[src/rtl/mult_pkg.sv]
// Shared types and helpers for the parity-protected iterative multiplier.
// No logic state; pure declarations.
// No flow control.
package mult_pkg;

  localparam int WIDTH_DEF      = 16;
  localparam int RADIX_BITS_DEF = 1;

  // Widest word the parity helper accepts; callers zero-extend (parity-neutral).
  localparam int PAR_MAX_W = 128;

  typedef enum logic [1:0] {
    IDLE,
    CALC,
    ERR,
    DONE
  } mult_state_t;

  // Operation classes driven by the stimulus layer.
  typedef enum logic [2:0] {
    RST_INPUT,
    CORR_INPUT,
    INCORRECT_A,
    INCORRECT_B,
    INCORRECT_AB,
    SIGNED_INPUT
  } mult_op_t;

  // Even parity: the parity bit equals the XOR-reduce of the data word.
  function automatic logic even_parity(input logic [PAR_MAX_W-1:0] data);
    return ^data;
  endfunction

endpackage

[src/rtl/mult_par_chk.sv]
// Combinational parity check of both operands.
// Latency: 0 cycles (pure combinational).
// No flow control; results are valid whenever the inputs are.
module mult_par_chk import mult_pkg::*; #(
  parameter int WIDTH = WIDTH_DEF
) (
  input  logic [WIDTH-1:0] arg_a,
  input  logic             arg_a_parity,
  input  logic [WIDTH-1:0] arg_b,
  input  logic             arg_b_parity,
  output logic             err_a,
  output logic             err_b
);

  assign err_a = (arg_a_parity != even_parity(PAR_MAX_W'(arg_a)));
  assign err_b = (arg_b_parity != even_parity(PAR_MAX_W'(arg_b)));

endmodule

[src/rtl/mult_par_iter.sv]
// Iterative shift-add multiplier, RADIX_BITS of B per cycle, parity-checked operands.
// Latency: ack at t+1, result_rdy at t+N+1 (good parity) or t+2 (parity error).
// req is ignored while busy; no queuing. Optional signed mode: MULT_PAR_ITER_SIGNED_EN.
module mult_par_iter import mult_pkg::*; #(
  parameter int WIDTH      = WIDTH_DEF,
  parameter int RADIX_BITS = RADIX_BITS_DEF
) (
  input  logic               clk,
  input  logic               rst_n,
  input  logic               req,
`ifdef MULT_PAR_ITER_SIGNED_EN
  input  logic               signed_mode,
`endif
  input  logic [WIDTH-1:0]   arg_a,
  input  logic               arg_a_parity,
  input  logic [WIDTH-1:0]   arg_b,
  input  logic               arg_b_parity,
  output logic               ack,
  output logic               busy,
  output logic [2*WIDTH-1:0] result,
  output logic               result_parity,
  output logic               result_rdy,
  output logic               arg_parity_error
);

  localparam int N     = WIDTH / RADIX_BITS;
  localparam int CNT_W = (N > 1) ? $clog2(N) : 1;
  localparam int PW    = 2 * WIDTH;

  mult_state_t       state_q, state_d;
  logic [PW-1:0]     a_q, a_d;          // A, extended and pre-shifted to the current digit
  logic [WIDTH-1:0]  b_q, b_d;          // remaining digits of B, LSB first
  logic [CNT_W-1:0]  cnt_q, cnt_d;      // digits left after the current one
  logic [PW-1:0]     acc_q, acc_d;
  logic              sgn_q, sgn_d;
  logic [PW-1:0]     result_q, result_d;
  logic              rpar_q, rpar_d;
  logic              rdy_q, rdy_d;
  logic              ack_q, ack_d;
  logic              perr_q, perr_d;

  logic              err_a, err_b;
  logic              sgn_in;
  logic [PW-1:0]     a_ext;
  logic [RADIX_BITS-1:0] dig;
  logic [PW-1:0]     dig_ext;
  logic              top_neg;
  logic [PW-1:0]     pp;
  logic [PW-1:0]     acc_sum;

`ifdef MULT_PAR_ITER_SIGNED_EN
  assign sgn_in = signed_mode;
`else
  assign sgn_in = 1'b0;
`endif

  mult_par_chk #(.WIDTH(WIDTH)) u_chk (
    .arg_a        (arg_a),
    .arg_a_parity (arg_a_parity),
    .arg_b        (arg_b),
    .arg_b_parity (arg_b_parity),
    .err_a        (err_a),
    .err_b        (err_b)
  );

  // Sign- or zero-extend A so two's-complement wraparound in the accumulator is exact.
  assign a_ext   = sgn_in ? {{WIDTH{arg_a[WIDTH-1]}}, arg_a} : {{WIDTH{1'b0}}, arg_a};
  assign dig     = b_q[RADIX_BITS-1:0];
  assign dig_ext = {{(PW-RADIX_BITS){1'b0}}, dig};
  // The most significant digit of B carries negative weight in signed mode.
  assign top_neg = sgn_q && (cnt_q == '0) && dig[RADIX_BITS-1];

  // Partial product of A and the current digit; signed top digit is dig - 2^RADIX_BITS.
  always_comb begin
    pp = a_q * dig_ext;
    if (top_neg) begin
      pp = pp - (a_q << RADIX_BITS);
    end
  end

  assign acc_sum = acc_q + pp;

  // Next-state and output decode for the IDLE/CALC/ERR/DONE sequence.
  always_comb begin
    state_d  = state_q;
    a_d      = a_q;
    b_d      = b_q;
    cnt_d    = cnt_q;
    acc_d    = acc_q;
    sgn_d    = sgn_q;
    result_d = result_q;
    rpar_d   = rpar_q;
    perr_d   = perr_q;
    rdy_d    = 1'b0;
    ack_d    = 1'b0;
    case (state_q)
      IDLE: begin
        if (req) begin
          ack_d    = 1'b1;
          result_d = '0;
          rpar_d   = 1'b0;
          perr_d   = 1'b0;
          acc_d    = '0;
          a_d      = a_ext;
          b_d      = arg_b;
          sgn_d    = sgn_in;
          cnt_d    = CNT_W'(N - 1);
          state_d  = (err_a || err_b) ? ERR : CALC;
        end
      end
      CALC: begin
        acc_d = acc_sum;
        a_d   = a_q << RADIX_BITS;
        b_d   = b_q >> RADIX_BITS;
        if (cnt_q == '0) begin
          state_d  = DONE;
          result_d = acc_sum;
          rpar_d   = even_parity(PAR_MAX_W'(acc_sum));
          rdy_d    = 1'b1;
        end else begin
          cnt_d = cnt_q - 1'b1;
        end
      end
      ERR: begin
        state_d  = DONE;
        result_d = '0;
        rpar_d   = 1'b0;
        perr_d   = 1'b1;
        rdy_d    = 1'b1;
      end
      DONE: begin
        state_d = IDLE;
      end
      default: begin
        state_d = IDLE;
      end
    endcase
  end

  // State and datapath registers; reset aborts any operation in flight.
  always_ff @(posedge clk) begin
    if (!rst_n) begin
      state_q  <= IDLE;
      a_q      <= '0;
      b_q      <= '0;
      cnt_q    <= '0;
      acc_q    <= '0;
      sgn_q    <= 1'b0;
      result_q <= '0;
      rpar_q   <= 1'b0;
      rdy_q    <= 1'b0;
      ack_q    <= 1'b0;
      perr_q   <= 1'b0;
    end else begin
      state_q  <= state_d;
      a_q      <= a_d;
      b_q      <= b_d;
      cnt_q    <= cnt_d;
      acc_q    <= acc_d;
      sgn_q    <= sgn_d;
      result_q <= result_d;
      rpar_q   <= rpar_d;
      rdy_q    <= rdy_d;
      ack_q    <= ack_d;
      perr_q   <= perr_d;
    end
  end

  assign ack              = ack_q;
  assign busy             = (state_q != IDLE);
  assign result           = result_q;
  assign result_parity    = rpar_q;
  assign result_rdy       = rdy_q;
  assign arg_parity_error = perr_q;

endmodule

[config.mk]
export PLATFORM = sky130hd
export DESIGN_NAME = mult_par_iter
export DESIGN_NICKNAME = d
export VERILOG_FILES = /design/src/rtl/mult_pkg.sv /design/src/rtl/mult_par_chk.sv /design/src/rtl/mult_par_iter.sv
export SDC_FILE = /design/constraint.sdc
export NUM_CORES = 1
export LEC_CHECK = 0
export BUFFER_PORTS_ARGS = -buffer_cell sky130_fd_sc_hd__buf_2
export CAP_MARGIN = 20
export CORE_UTILIZATION = 64
export CTS_CLUSTER_DIAMETER = 60
export DETAILED_ROUTE_END_ITERATION = 10
export PLACE_DENSITY = 0.88
export SLEW_MARGIN = 25
export SYNTH_ARGS = -nofsm -noshare
export SYNTH_HDL_FRONTEND = slang
export SYNTH_HIERARCHICAL = 1
export SYNTH_SLANG_ARGS = --single-unit
[constraint.sdc]
create_clock -name clk -period 7.88 [get_ports clk]
set_input_delay 2.364 -clock clk [delete_from_list [all_inputs] [get_ports clk]]
set_output_delay 2.364 -clock clk [all_outputs]
set_load 0.03 [all_outputs]
==> reports/results.tsv <==
metric	value	unit
clkLatencyLatePin	0.43	ns
endpoint_kind	register	
fill_cells	734	
cts_buffer_depth	2	
whs	0.4770	ns
synth_seq_cells	122	
final_common_cell	dfxtp_1	
synth_edf_count	0	
crit_slowest_cell	dfxtp_1	
synth-xor-area-share	0.1228	
grt_overflow	0	
r2r_end	result_parity$_SDFFE_PN0P_	
final_core_util	0.7594	
cts_tree	done	
holdBufCountCts	0	
min_to	result[3]$_SDFFE_PN0P_	
max_stage_delay	0.96	ns
synthFlopType	dfxtp_1	
synth_seq_area_share	0.3340	
async_flop_share	0	
register_area	2442	sq um
start_util	0.6659	
grt_pass1_wl	29.43	mm
synth-adder-area-share	0.06433	
dieWidth	108.9	um
grt_start_max_net_pins	124	
slew_headroom	0.3482	
synth-simple-area-share	0.1802	
final_net_count	933	
synth_compound_area_frac	0.2228	
viasPerCell	6.139	
dp_hpwl	12.06	mm
grt_use_total	0.3229	
grt_setup_unrepaired	false	
critPathArrivalTime	5.28	ns
worst_slew_pin_slew	0.9763	ns
fp.coreArea	10980	sq um
regToRegStartpoint	b_q[0]$_SDFFE_PN0P_	
first_iter_violations	529	
finalSetupTns	0	ns
hold_depth	2	
layout_common_cells	dfxtp_1 (122), nor2b_1 (77), buf_2 (73)	
num_antenna_cells	0	
cp_num_buf_inv	1	
max_freq	203.3	MHz
rows	38	
finalHoldViolations	0	
path_delay_family	XOR/XNOR gates	
synthTopCellsByArea	dfxtp_1 (33%), a22oi_1 (7.3%), xnor2_1 (6.7%)	
synthMuxAreaShare	0.04243	
hold_class	reg2reg	
drv_slew	0	
vias	6213	
synth_top_area_cell	dfxtp_1	
grt_pass1_vias	6136	
drt_first_pass_iters	5	
vdd_drop_max	395.7	uV
setup_viol_count_final	0	
final.setup_skew	0.009513	ns
ys_types	48	
io_buffers	73	
cts_buffers	17	
postSynthAreaPerCell	8.984	sq um
antenna_found_initial	0	
powerDensity	308.4	nW/um^2
cts_num_sinks	122	
critPathKind	reg2reg	
dieHeight	108.9	um
htree_levels	4	
worstSetupStartpointType	register	
drive_above_1_share	0.1376	
reg2reg_slack	2.96	ns
crit_path_max_fanout	33	
dieArea	11860	sq um
reg2reg_depth	15	
synth.net_count	888	
synth_top_family_by_area	compound AO/OA/AOI/OAI gates	
cp_cell_sequence	and2_1 > ha_1 > inv_1 > fa_1 > nand2b_1 > a21oi_1 > o31ai_1 > a211oi_1 > o21ai_1 > o21ai_1 > xor2_1 > xnor3_1 > xnor3_1 > xnor3_1 > o21ai_1	
multi_input_area	4648	sq um
area_growth	14.05	%
routed_wl	17.98	mm
postSynthCellCount	814	
drc	0	
final_antenna_net_count	0	
syn_area	7313	sq um
min_from	result[3]$_SDFFE_PN0P_	
outcome	completed	
num_io_pins	74	
clkTransAtPathRegs	0.06	ns
yosysWarnings	6	
period_needed	4.918	ns
post_cts_resized	0	
finalCritPeriodShare	0.6241	
clockRootBuffer	clkbuf_16	
post_cts_buffers	0	
post_drt_wl_per_cell	17.77	um
place_congestion	0.9271	
maxCapViolCount	0	
power.leakage	3.732	nW
required	8.24	ns
synth_top_area_frac	0.3340	
cells by family after synthesis:
family	count (synthesis)
adder cells (fa/ha/maj)	37
AND/OR/NAND/NOR	248
XOR/XNOR	82
buffers and inverters	65
flip-flops	122
multiplexers	31
AO/OA/AOI/OAI	229
layer usage:
layer  global-route usage  up-vias  share of wire  routed length, um
li1                     -     3001              -                  -
met1               0.3885     2943           0.43               7731
met2               0.5422      233           0.48               8672
met3              0.09325       36          0.067               1206
met4               0.1236        0          0.021                371
met5                    0        -              0                  0
stage by stage:
stage | setup WS (ns) | instances | power (W) | area, sq um
after floorplan | 3.526 | 814 | 0.001543 | 7313
after CTS | 3.052 | 1011 | 0.002556 | 8305
final | 2.962 | 1012 | 0.002573 | 8341
after global placement | 2.979 | 979 | 0.001716 | 7706
after detailed placement | 2.775 | 979 | 0.001765 | 7706
after global routing | 2.778 | 1012 | 0.002698 | 8341
flip-flops by register name (all words and copies together) (netlist names):
name / count
result_parity: 1
a_q: 32
b_q: 16
acc_q: 32
result_rdy: 1
arg_parity_error: 1
ack: 1
cnt_q: 4
state_q: 2
result: 32
report_power, final:
group / internal [W] / total [W] / leakage (nW) / switching (W)
clock network: 0.000498 / 0.000791 / 0.289 / 0.000292
logic: 0.000395 / 0.000976 / 2.45 / 0.000580
registers: 0.000714 / 0.000806 / 0.992 / 0.0000923
total: 0.00161 / 0.00257 / 3.73 / 0.000965
worst min-delay path, cell delays in order, from the launching register on:
cell and delay (ns):
dfxtp_1 0.31, nand2_1 0.05, a21boi_0 0.06
Yosys cell counts (all sizes together), types with 6 or more instances:
| cell type | n |
|---|---|
| a211oi | 6 |
| a21boi | 6 |
| a21o | 11 |
| a21oi | 39 |
| a22oi | 71 |
| and2 | 42 |
| clkbuf | 49 |
| dfxtp | 122 |
| ha | 36 |
| inv | 12 |
| mux2i | 31 |
| nand2 | 65 |
| nand3 | 17 |
| nor2 | 22 |
| nor2b | 78 |
| nor3 | 7 |
| o211a | 32 |
| o21ai | 34 |
| o21bai | 6 |
| xnor2 | 56 |
| xnor3 | 12 |
| xor2 | 13 |
worst max-delay path by stage:
stage                        startpoint                         end  slack [ns]  cells after the start
finish              b_q[0]$_SDFFE_PN0P_  result_parity$_SDFFE_PN0P_        2.96                     15
global route        b_q[0]$_SDFFE_PN0P_  result_parity$_SDFFE_PN0P_        2.78                     15
CTS                 b_q[0]$_SDFFE_PN0P_  result_parity$_SDFFE_PN0P_        3.05                     15
detailed placement                  req      result[4]$_SDFFE_PN0P_        2.78                      7
global placement                    req     result[27]$_SDFFE_PN0P_        2.98                      7
floorplan                           req     result[10]$_SDFFE_PN0P_        3.53                      9
area by class of cell:
cell class | count | share of cell area
Sequential cell | 122 | 0.2928
Clock inverter | 10 | 0.01380
Multi-Input combinational cell | 627 | 0.5573
Clock buffer | 22 | 0.05806
Timing Repair Buffer | 79 | 0.05161
Tap cell | 140 | 0.02100
Inverter | 12 | 0.005401
Note: power is estimated with default switching activity, not from simulation.
